File: config.mk
export PLATFORM = sky130hd
export DESIGN_NAME = accel_sequencer
export DESIGN_NICKNAME = d
export VERILOG_FILES = /design/src/rtl/accel_pkg.sv /design/src/rtl/accel_sequencer_beat_counter.sv /design/src/rtl/accel_sequencer.sv
export SDC_FILE = /design/constraint.sdc
export NUM_CORES = 1
export LEC_CHECK = 0
export ABC_AREA = 1
export BUFFER_PORTS_ARGS = -buffer_cell sky130_fd_sc_hd__buf_4
export CELL_PAD_IN_SITES_DETAIL_PLACEMENT = 0
export CELL_PAD_IN_SITES_GLOBAL_PLACEMENT = 1
export CORE_UTILIZATION = 31
export CTS_CLUSTER_SIZE = 14
export DETAILED_ROUTE_END_ITERATION = 8
export MAX_ROUTING_LAYER = met4
export PLACE_DENSITY = 0.83
export SYNTH_ARGS = -nofsm -noshare
export SYNTH_HDL_FRONTEND = slang
export SYNTH_SLANG_ARGS = --single-unit
export TNS_END_PERCENT = 30
File: constraint.sdc
create_clock -name clk -period 2.3 [get_ports clk]
set_input_delay 0.345 -clock clk [delete_from_list [all_inputs] [get_ports clk]]
set_output_delay 0.345 -clock clk [all_outputs]
set_load 0.01 [all_outputs]
File: src/rtl/accel_pkg.sv
// Shared types and constants for the accelerator job sequencer.
// Latency: n/a (declarations only).
// Backpressure: n/a (declarations only).
package accel_pkg;

    localparam int LOG_ARRAY_SIZE = 3;
    localparam int LOG_DEPTH      = 5;
    localparam int COL_WIDTH      = 10 + LOG_ARRAY_SIZE;

    typedef enum logic [2:0] {
        IDLE    = 3'd0,
        LOAD_W  = 3'd1,
        LOAD_I  = 3'd2,
        COMPUTE = 3'd3,
        DRAIN   = 3'd4,
        UNLOAD  = 3'd5,
        DONE    = 3'd6
    } seq_state_e;

    // Precision config captured at job start and held for the whole job.
    typedef struct packed {
        logic [3:0]           in_width;
        logic [3:0]           weight_width;
        logic                 s_in;
        logic                 s_weight;
        logic [LOG_DEPTH-1:0] n_beats;
    } cfg_t;

endpackage

File: src/rtl/accel_sequencer_beat_counter.sv
// Shared beat/cycle counter, reused by every sequencer phase since phases never overlap.
// Latency: count updates one cycle after inc; last is combinational on the current count.
// Backpressure: none; the owner decides when to increment or clear.
module seq_beat_counter #(
    parameter int W = 5
) (
    input  logic         clk,
    input  logic         rst,
    input  logic         clr,
    input  logic         inc,
    input  logic [W-1:0] limit,
    output logic         last,
    output logic [W-1:0] count
);
    import accel_pkg::*;

    logic [W-1:0] count_q;
    logic [W-1:0] count_d;

    // Clear wins over increment; the counter only ever wraps through an explicit clear.
    always_comb begin
        count_d = count_q;
        if (clr) begin
            count_d = '0;
        end else if (inc) begin
            count_d = count_q + W'(1);
        end
    end

    // Counter register.
    always_ff @(posedge clk) begin
        if (rst) begin
            count_q <= '0;
        end else begin
            count_q <= count_d;
        end
    end

    assign count = count_q;
    assign last  = (count_q == limit);

endmodule

File: src/rtl/accel_sequencer.sv
// Job sequencer: weight load -> input load -> compute -> drain -> unload; perf counters under ACCEL_SEQ_PERF_EN.
// Latency: write enables follow the handshake combinationally; o_valid trails read_o by one cycle.
// Backpressure: w_valid/i_valid low holds the load phase, o_ready low holds the unload phase.
module accel_sequencer #(
    parameter int ARRAY_SIZE     = 8,
    parameter int LOG_ARRAY_SIZE = 3,
    parameter int LOG_DEPTH      = 5,
    parameter int DRAIN_CYCLES   = 2 * ARRAY_SIZE
) (
    input  logic                 clk,
    input  logic                 rst,
    input  logic                 start,
    input  logic                 abort,
    input  logic [LOG_DEPTH-1:0] cfg_n_beats,
    input  logic [3:0]           cfg_in_width,
    input  logic [3:0]           cfg_weight_width,
    input  logic                 cfg_s_in,
    input  logic                 cfg_s_weight,
    output logic [3:0]           in_width,
    output logic [3:0]           weight_width,
    output logic                 s_in,
    output logic                 s_weight,
    input  logic                 w_valid,
    output logic                 w_ready,
    input  logic                 i_valid,
    output logic                 i_ready,
    output logic                 o_valid,
    input  logic                 o_ready,
    output logic                 write_w,
    output logic                 write_in,
    output logic                 read_w,
    output logic                 read_in,
    output logic                 read_o,
    output logic                 busy,
    output logic                 done,
    output logic [31:0]          perf_compute,
    output logic [31:0]          perf_stall
);
    import accel_pkg::*;

    // One counter serves beats and drain cycles, so it must hold the larger of the two ranges.
    // The default drain of 2*ARRAY_SIZE fits in LOG_ARRAY_SIZE+1 bits.
    localparam int CNT_W0 = (LOG_DEPTH > LOG_ARRAY_SIZE + 1) ? LOG_DEPTH : LOG_ARRAY_SIZE + 1;
    localparam int CNT_W  = (CNT_W0 > $clog2(DRAIN_CYCLES)) ? CNT_W0 : $clog2(DRAIN_CYCLES);
    localparam logic [CNT_W-1:0] DRAIN_LIMIT = CNT_W'(DRAIN_CYCLES - 1);

    seq_state_e state_q, state_d;
    cfg_t       cfg_q, cfg_d;
    logic       all_issued_q, all_issued_d;
    logic       o_valid_q, o_valid_d;

    logic             accept;
    logic             cnt_clr;
    logic             cnt_inc;
    logic             cnt_last;
    logic [CNT_W-1:0] cnt_limit;
    logic [CNT_W-1:0] cnt_count;

    assign accept = (state_q == IDLE) && start && !abort;

    // The counter compares against the drain length in DRAIN and against n_beats elsewhere.
    assign cnt_limit = (state_q == DRAIN) ? DRAIN_LIMIT : CNT_W'(cfg_q.n_beats);

    seq_beat_counter #(
        .W (CNT_W)
    ) u_beat_cnt (
        .clk   (clk),
        .rst   (rst),
        .clr   (cnt_clr),
        .inc   (cnt_inc),
        .limit (cnt_limit),
        .last  (cnt_last),
        .count (cnt_count)
    );

    // Next-state, counter control and buffer enables; abort/rst squash every enable this cycle.
    always_comb begin
        state_d      = state_q;
        cfg_d        = cfg_q;
        all_issued_d = all_issued_q;
        cnt_clr      = 1'b0;
        cnt_inc      = 1'b0;
        w_ready      = 1'b0;
        i_ready      = 1'b0;
        write_w      = 1'b0;
        write_in     = 1'b0;
        read_w       = 1'b0;
        read_in      = 1'b0;
        read_o       = 1'b0;
        done         = 1'b0;

        case (state_q)
            IDLE: begin
                cnt_clr      = 1'b1;
                all_issued_d = 1'b0;
                if (accept) begin
                    cfg_d.in_width     = cfg_in_width;
                    cfg_d.weight_width = cfg_weight_width;
                    cfg_d.s_in         = cfg_s_in;
                    cfg_d.s_weight     = cfg_s_weight;
                    cfg_d.n_beats      = cfg_n_beats;
                    state_d            = LOAD_W;
                end
            end
            LOAD_W: begin
                w_ready = 1'b1;
                write_w = w_valid;
                if (w_valid) begin
                    cnt_inc = 1'b1;
                    if (cnt_last) begin
                        cnt_clr = 1'b1;
                        state_d = LOAD_I;
                    end
                end
            end
            LOAD_I: begin
                i_ready  = 1'b1;
                write_in = i_valid;
                if (i_valid) begin
                    cnt_inc = 1'b1;
                    if (cnt_last) begin
                        cnt_clr = 1'b1;
                        state_d = COMPUTE;
                    end
                end
            end
            COMPUTE: begin
                // Weights are read once; inputs stream for n_beats+1 cycles from the same first cycle.
                read_w  = (cnt_count == '0);
                read_in = 1'b1;
                cnt_inc = 1'b1;
                if (cnt_last) begin
                    cnt_clr = 1'b1;
                    state_d = DRAIN;
                end
            end
            DRAIN: begin
                cnt_inc = 1'b1;
                if (cnt_last) begin
                    cnt_clr = 1'b1;
                    state_d = UNLOAD;
                end
            end
            UNLOAD: begin
                if (all_issued_q) begin
                    // Final cycle carries the o_valid of the last read; then finish.
                    all_issued_d = 1'b0;
                    state_d      = DONE;
                end else begin
                    read_o = o_ready;
                    if (o_ready) begin
                        cnt_inc = 1'b1;
                        if (cnt_last) begin
                            cnt_clr      = 1'b1;
                            all_issued_d = 1'b1;
                        end
                    end
                end
            end
            DONE: begin
                done    = 1'b1;
                state_d = IDLE;
            end
            default: begin
                state_d = IDLE;
            end
        endcase

        if (abort && (state_q != IDLE)) begin
            state_d      = IDLE;
            cnt_clr      = 1'b1;
            all_issued_d = 1'b0;
        end

        if (rst || (abort && (state_q != IDLE))) begin
            w_ready  = 1'b0;
            i_ready  = 1'b0;
            write_w  = 1'b0;
            write_in = 1'b0;
            read_w   = 1'b0;
            read_in  = 1'b0;
            read_o   = 1'b0;
            done     = 1'b0;
        end

        o_valid_d = read_o;
    end

    // State, latched config and output-valid registers.
    always_ff @(posedge clk) begin
        if (rst) begin
            state_q      <= IDLE;
            cfg_q        <= '0;
            all_issued_q <= 1'b0;
            o_valid_q    <= 1'b0;
        end else begin
            state_q      <= state_d;
            cfg_q        <= cfg_d;
            all_issued_q <= all_issued_d;
            o_valid_q    <= o_valid_d;
        end
    end

    assign in_width     = cfg_q.in_width;
    assign weight_width = cfg_q.weight_width;
    assign s_in         = cfg_q.s_in;
    assign s_weight     = cfg_q.s_weight;
    assign o_valid      = o_valid_q;
    assign busy         = (state_q != IDLE);

`ifdef ACCEL_SEQ_PERF_EN
    logic [31:0] perf_compute_q, perf_compute_d;
    logic [31:0] perf_stall_q, perf_stall_d;
    logic        compute_tick;
    logic        stall_tick;

    // Saturating perf counters, cleared whenever a new job is accepted.
    always_comb begin
        compute_tick   = (state_q == COMPUTE) || (state_q == DRAIN);
        stall_tick     = ((state_q == LOAD_W) && !w_valid) ||
                         ((state_q == LOAD_I) && !i_valid) ||
                         ((state_q == UNLOAD) && !all_issued_q && !o_ready);
        perf_compute_d = perf_compute_q;
        perf_stall_d   = perf_stall_q;
        if (accept) begin
            perf_compute_d = '0;
            perf_stall_d   = '0;
        end else begin
            if (compute_tick && (perf_compute_q != '1)) begin
                perf_compute_d = perf_compute_q + 32'd1;
            end
            if (stall_tick && (perf_stall_q != '1)) begin
                perf_stall_d = perf_stall_q + 32'd1;
            end
        end
    end

    // Perf counter registers.
    always_ff @(posedge clk) begin
        if (rst) begin
            perf_compute_q <= '0;
            perf_stall_q   <= '0;
        end else begin
            perf_compute_q <= perf_compute_d;
            perf_stall_q   <= perf_stall_d;
        end
    end

    assign perf_compute = perf_compute_q;
    assign perf_stall   = perf_stall_q;
`else
    assign perf_compute = '0;
    assign perf_stall   = '0;
`endif

endmodule

=== Word-level counts from Yosys, hierarchy flattened ===
Index checks and enable logic that the tools add are counted.

* Add/subtract/negate cells: 1
* Eq/ne operators: 15
* Multiplexer cells: 40
* Reduce and logical (&&, ||, !) cells: 14

{| class="wikitable"
|+ Operator list
! operator !! count
|-
| 1-bit two-way mux || 27
|-
| 3-bit two-way mux || 8
|-
| 3-bit case mux with 6 select lines || 1
|-
| 2-bit inequality test, second input constant || 8
|-
| 3-bit == test, second input constant || 3
|-
| 8-bit AND reduction || 1
|-
| 3-bit by 2-bit == test with 1-bit output, second input constant || 2
|-
| 2-bit OR reduction || 3
|-
| 5-bit by 1-bit adder with 5-bit output, second input constant || 1
|-
| 5-bit == test || 1
|-
| 5-bit logical NOT || 1
|-
| 5-bit two-way mux || 1
|-
| 1-bit case mux with 5 select lines || 1
|-
| 1-bit case mux with 4 select lines || 1
|-
| 3-bit by 1-bit == test with 1-bit output, second input constant || 1
|-
| 1-bit logical AND || 3
|-
| 3-bit logical NOT || 1
|-
| 3-bit nonzero test || 1
|-
| 1-bit case mux with 2 select lines || 1
|-
| 2-bit AND reduction || 1
|-
| 2-bit nonzero test || 1
|-
| 1-bit logical NOT || 1
|-
| 1-bit logical OR || 1
|}

* Bits in registers: 25
* Input bits: 22
* Output and inout port bits: 84
* Word-level logic and storage cells: 79

=== Depth between registers and ports, before layout ===
* Word-level depth: 9
* Depth in mapped cells: 13
* Depth with buffers taken out: 13

=== By module ===
A second synthesis with hierarchy kept.

* Cells, all modules: 265
* Area, all modules: 1905.6 um^2

{| class="wikitable"
|+ Modules (own cells, without submodules)
! module !! times used !! cells each !! area each (um^2) !! sequential area each (um^2)
|-
| accel_sequencer || 1 || 219 || 1621.6 || 400.4
|-
| seq_beat_counter || 1 || 46 || 284.0 || 100.1
|}

=== Worst setup path before layout ===
No wires, ideal clock.

* Path type: register to output
* Start point: register state_q[0]
* End point: output done
* Arrival time: 1.364 ns
* Data required time: 1.955 ns
* Setup slack: 0.591 ns
* Stages on the path, launching flop included: 8
* Buffers on the path: 0
* Path through: dfxtp_1 > inv_2 > nand2_1 > nor2_2 > inv_2 > a21oi_4 > inv_2 > nor4_1

* Cells in the longest elaborated chain, start to end: 4
* Elaborated cells between the ends (all ways): 6
* Those cells by class: eq/ne: 1; mux: 2; reduce/logical: 3

{| class="wikitable"
|+ RTL lines
! item !! RTL line !! text
|-
| start: declaration || accel_sequencer.sv:47 || <nowiki>seq_state_e state_q, state_d;</nowiki>
|-
| start signal: assignment || accel_sequencer.sv:197 || <nowiki>state_q <= state_d;</nowiki>
|-
| 3-bit nonzero test || n/a ||
|-
| named net busy || accel_sequencer.sv:34 || <nowiki>output logic busy,</nowiki>
|-
| 1-bit logical AND || accel_sequencer.sv:175 || <nowiki>if (rst || (abort && (state_q != IDLE))) begin</nowiki>
|-
| 1-bit logical OR || accel_sequencer.sv:175 ||
|-
| 1-bit two-way mux || accel_sequencer.sv:175 ||
|-
| end: declaration || accel_sequencer.sv:35 || <nowiki>output logic done,</nowiki>
|}

The timed path passes the listed nets, and every way through them passes these cells.

=== Final worst setup path ===
* Start point: register state_q[0]
* End point: output done

* Cells in the longest elaborated chain, start to end: 4
* Elaborated cells between the ends (all ways): 6
* Those cells by class: eq/ne: 1; mux: 2; reduce/logical: 3

{| class="wikitable"
|+ RTL lines
! item !! RTL line
|-
| 3-bit nonzero test || accel_sequencer.sv:175
|-
| 1-bit logical AND || accel_sequencer.sv:175
|-
| 1-bit logical OR || accel_sequencer.sv:175
|-
| 1-bit two-way mux * || accel_sequencer.sv:175
|}

Mark *: on every way between the ends. The rest lies on a longest branch, timed or not.

==> metrics.yaml <==
global_route:
  grt_max_degree: 19
  grt_pass1_vias: 1309
  grt_usage: 0.116
  grt_pass1_wl_um: 5710
  overflow: 0
  antenna_found_initial: 0
sta:
  final-hold-violation-count: 0
  rsz0062_at_grt: "false"
  finalSetupTns_ns: 0
  slew_viol_final: 0
  holdWs_ns: 0.319
  finalSetupViolCount: 0
  clock_skew_ns: 0.00387
  period_needed_ns: 2.13
  fin_crit_sh: 0.927
  fmax_ghz: 0.469
critical_path:
  r2r-start: "state_q[0]"
  cp-startpoint: "state_q[0]"
  crit_arrival_ns: 1.79
  crit_fanout: 10
  worst_r2r_endpoint: "u_beat_cnt.count[2]"
  critPathRequiredTime_ns: 1.96
  reg2reg_depth: 12
  critPathCaptureType: "output pin"
  criticalPathCategory: "register to output pin"
  start_kind: "register"
  rrSetupSlack_ns: 0.61
power:
  leakage_nw: 0.981
  power_density_mw_per_mm2: 760
  irDropWorstVdd_uv: 287
cts:
  cts_resized: 0
  cts_root_buf: "clkbuf_8"
  tritoncts: "done"
  cts_inserted_buffers: 3
  insertion_delay_ns: 0.27
  clk_pin_slew_ns: 0.09
  cts_sinks: 25
  cts.path.max_buffers: 2
  post_cts_buffers: 0
  h-tree-depth: 1
  postCtsHoldBufs: 0
hold_path:
  worstHoldEndpoint: "in_width[1]"
  hold_path.class: "input pin to register"
  hp-start: "cfg_in_width[1]"
  holdPathStages: 3
floorplanning:
  die-height_um: 78.7
  die_w_um: 78.7
  pin_count: 106
  rows: 27
  start_util: 0.327
  core_mm2: 0.00557
  die-area_mm2: 0.00619
synthesis:
  syn_inst: 267
  netlist_area_mm2: 0.00182
  ys_ff_latch: 25
  yosysSeqAreaShare: 0.275
  yosysWarnings: 0
  postSynthAreaPerCell_um2: 6.82
  yosysUniqueCellTypes: 25
route:
  drt-vias-per-instance: 3.95
  wirelength_um: 3400
  drt_iter0_drc: 32
  drc: 0
  drt_first_pass_iters: 4
  vias: 1468
  routedWlPerCell_um: 9.14
  ant_nets: 0
job:
  maxCapViolCount: 0
placement:
  io_buffers: 41
  place_congestion: 0.893
  dp_hpwl_um: 2660
run_status:
  status: "complete, no violations"
finish:
  layout-drive-gt1-share: 0.203
  antennaDiodeCount: 0
  final_nets: 325
  synthToLayoutAreaGrowth_pct: 7.42
cells in the mapped netlist:
cell type  number  area, µm²
inv_1          18       67.6
a21oi_1        13       65.1
a211oi_1        3       22.5
o21ai_0         2       10.0
clkbuf_1        3       11.3
nand3_2         1       10.0
nor2_1         32        120
a21oi_4         1       16.3
nor2_2          3       18.8
nand3_1         8       40.0
nor3_2          1       10.0
ha_1            2       25.0
nor3_1          3       15.0
nand2_1        58        218
xor2_1          4       35.0
buf_2           1       5.00
inv_2           6       22.5
nand2_2         4       25.0
nand4_1         2       12.5
nor4_1          1       6.26
buf_4          72        541
conb_1          1       3.75
o41ai_1         1       8.76
o22ai_1         2       12.5
dfxtp_1        25        500
cell families (layout without fill, tap and decap cells):
group | after synthesis | count (layout) | share of synthesized area
compound gates | 22 | 22 | 0.0742
simple gates | 113 | 113 | 0.261
xor+xnor | 4 | 4 | 0.0192
flops | 25 | 25 | 0.275
fa+ha+maj | 2 | 2 | 0.0137
other cells | 1 | 64 | 0.00206
buf+inv | 100 | 70 | 0.355
power by group:
group	switching (mW)	leakage (nW)	internal, mW	total [mW]
clock	0.142	0.0228	0.124	0.266
combinational	0.443	0.755	0.239	0.683
sequential	0.0465	0.203	0.492	0.538
total	0.632	0.981	0.855	1.49
state kept, by name, indices dropped and copies added, names as in the netlist, 3 cells and up:
name and cells:
in_width 4, weight_width 4, cfg_q 5, u_beat_cnt.count 5
state_q 3
worst max-delay path, stage by stage (launching register included):
cell and delay (ns):
dfxtp_1 0.37, inv_2 0.10, nand2_1 0.10, nor2_4 0.15, inv_2 0.08, a21oi_4 0.19, inv_2 0.13, nor4_1 0.22
buf_4 0.18
cell usage in the layout (no fill, tap or decap), types with 2 or more instances in the layout:
cell type	netlist	layout
a211oi_1	3	3
a21oi_1	13	13
buf_4	72	42
clkbuf_8	0	3
conb_1	1	64
dfxtp_1	25	25
ha_1	2	2
inv_1	18	18
inv_2	6	6
nand2_1	58	58
nand2_2	4	4
nand3_1	8	8
nand4_1	2	2
nor2_1	32	32
nor2_2	3	2
nor3_1	3	3
o21ai_0	2	2
o22ai_1	2	2
xor2_1	4	4
stage by stage:
stage / area [µm²] / cells / util / total power, mW / worst slack (ns)
2_1_floorplan: 2060 / 330 / - / 1.13 / 0.591
3_3_place_gp: 1910 / 368 / 0.342 / 1.22 / 0.510
3_5_place_dp: 1910 / 368 / 0.342 / 1.22 / 0.453
4_1_cts: 1950 / 372 / 0.350 / 1.50 / 0.132
5_1_grt: 1960 / 372 / 0.351 / 1.62 / 0.0109
6_report: 1960 / 372 / 0.351 / 1.49 / 0.167
per-layer routing:
metal / track usage / vias to the layer above / part of all wire
met2: 0.190 / 65 / 0.46
li1: - / 757 / -
met1: 0.144 / 641 / 0.46
met4: 0.0500 / 0 / 0.016
met5: - / - / 0
met3: 0.0151 / 5 / 0.063
worst max-delay path by stage:
stage                       to  slack, ns  cells after the start
after global placement    done       0.51                      8
after CTS                 done       0.13                      8
final                     done       0.17                      8
after floorplan           done       0.59                      7
after detailed placement  done       0.45                      8
after global routing      done       0.01                      8
area by class of cell:
cell class	count	area, µm²
Clock buffer	4	45.0
Timing Repair Buffer	42	315
Tap cell	72	90.1
Multi-Input combinational cell	205	916
Sequential cell	25	500
Inverter	24	90.1
Fill cell	645	3620
Note: power is estimated with default switching activity, not from simulation.
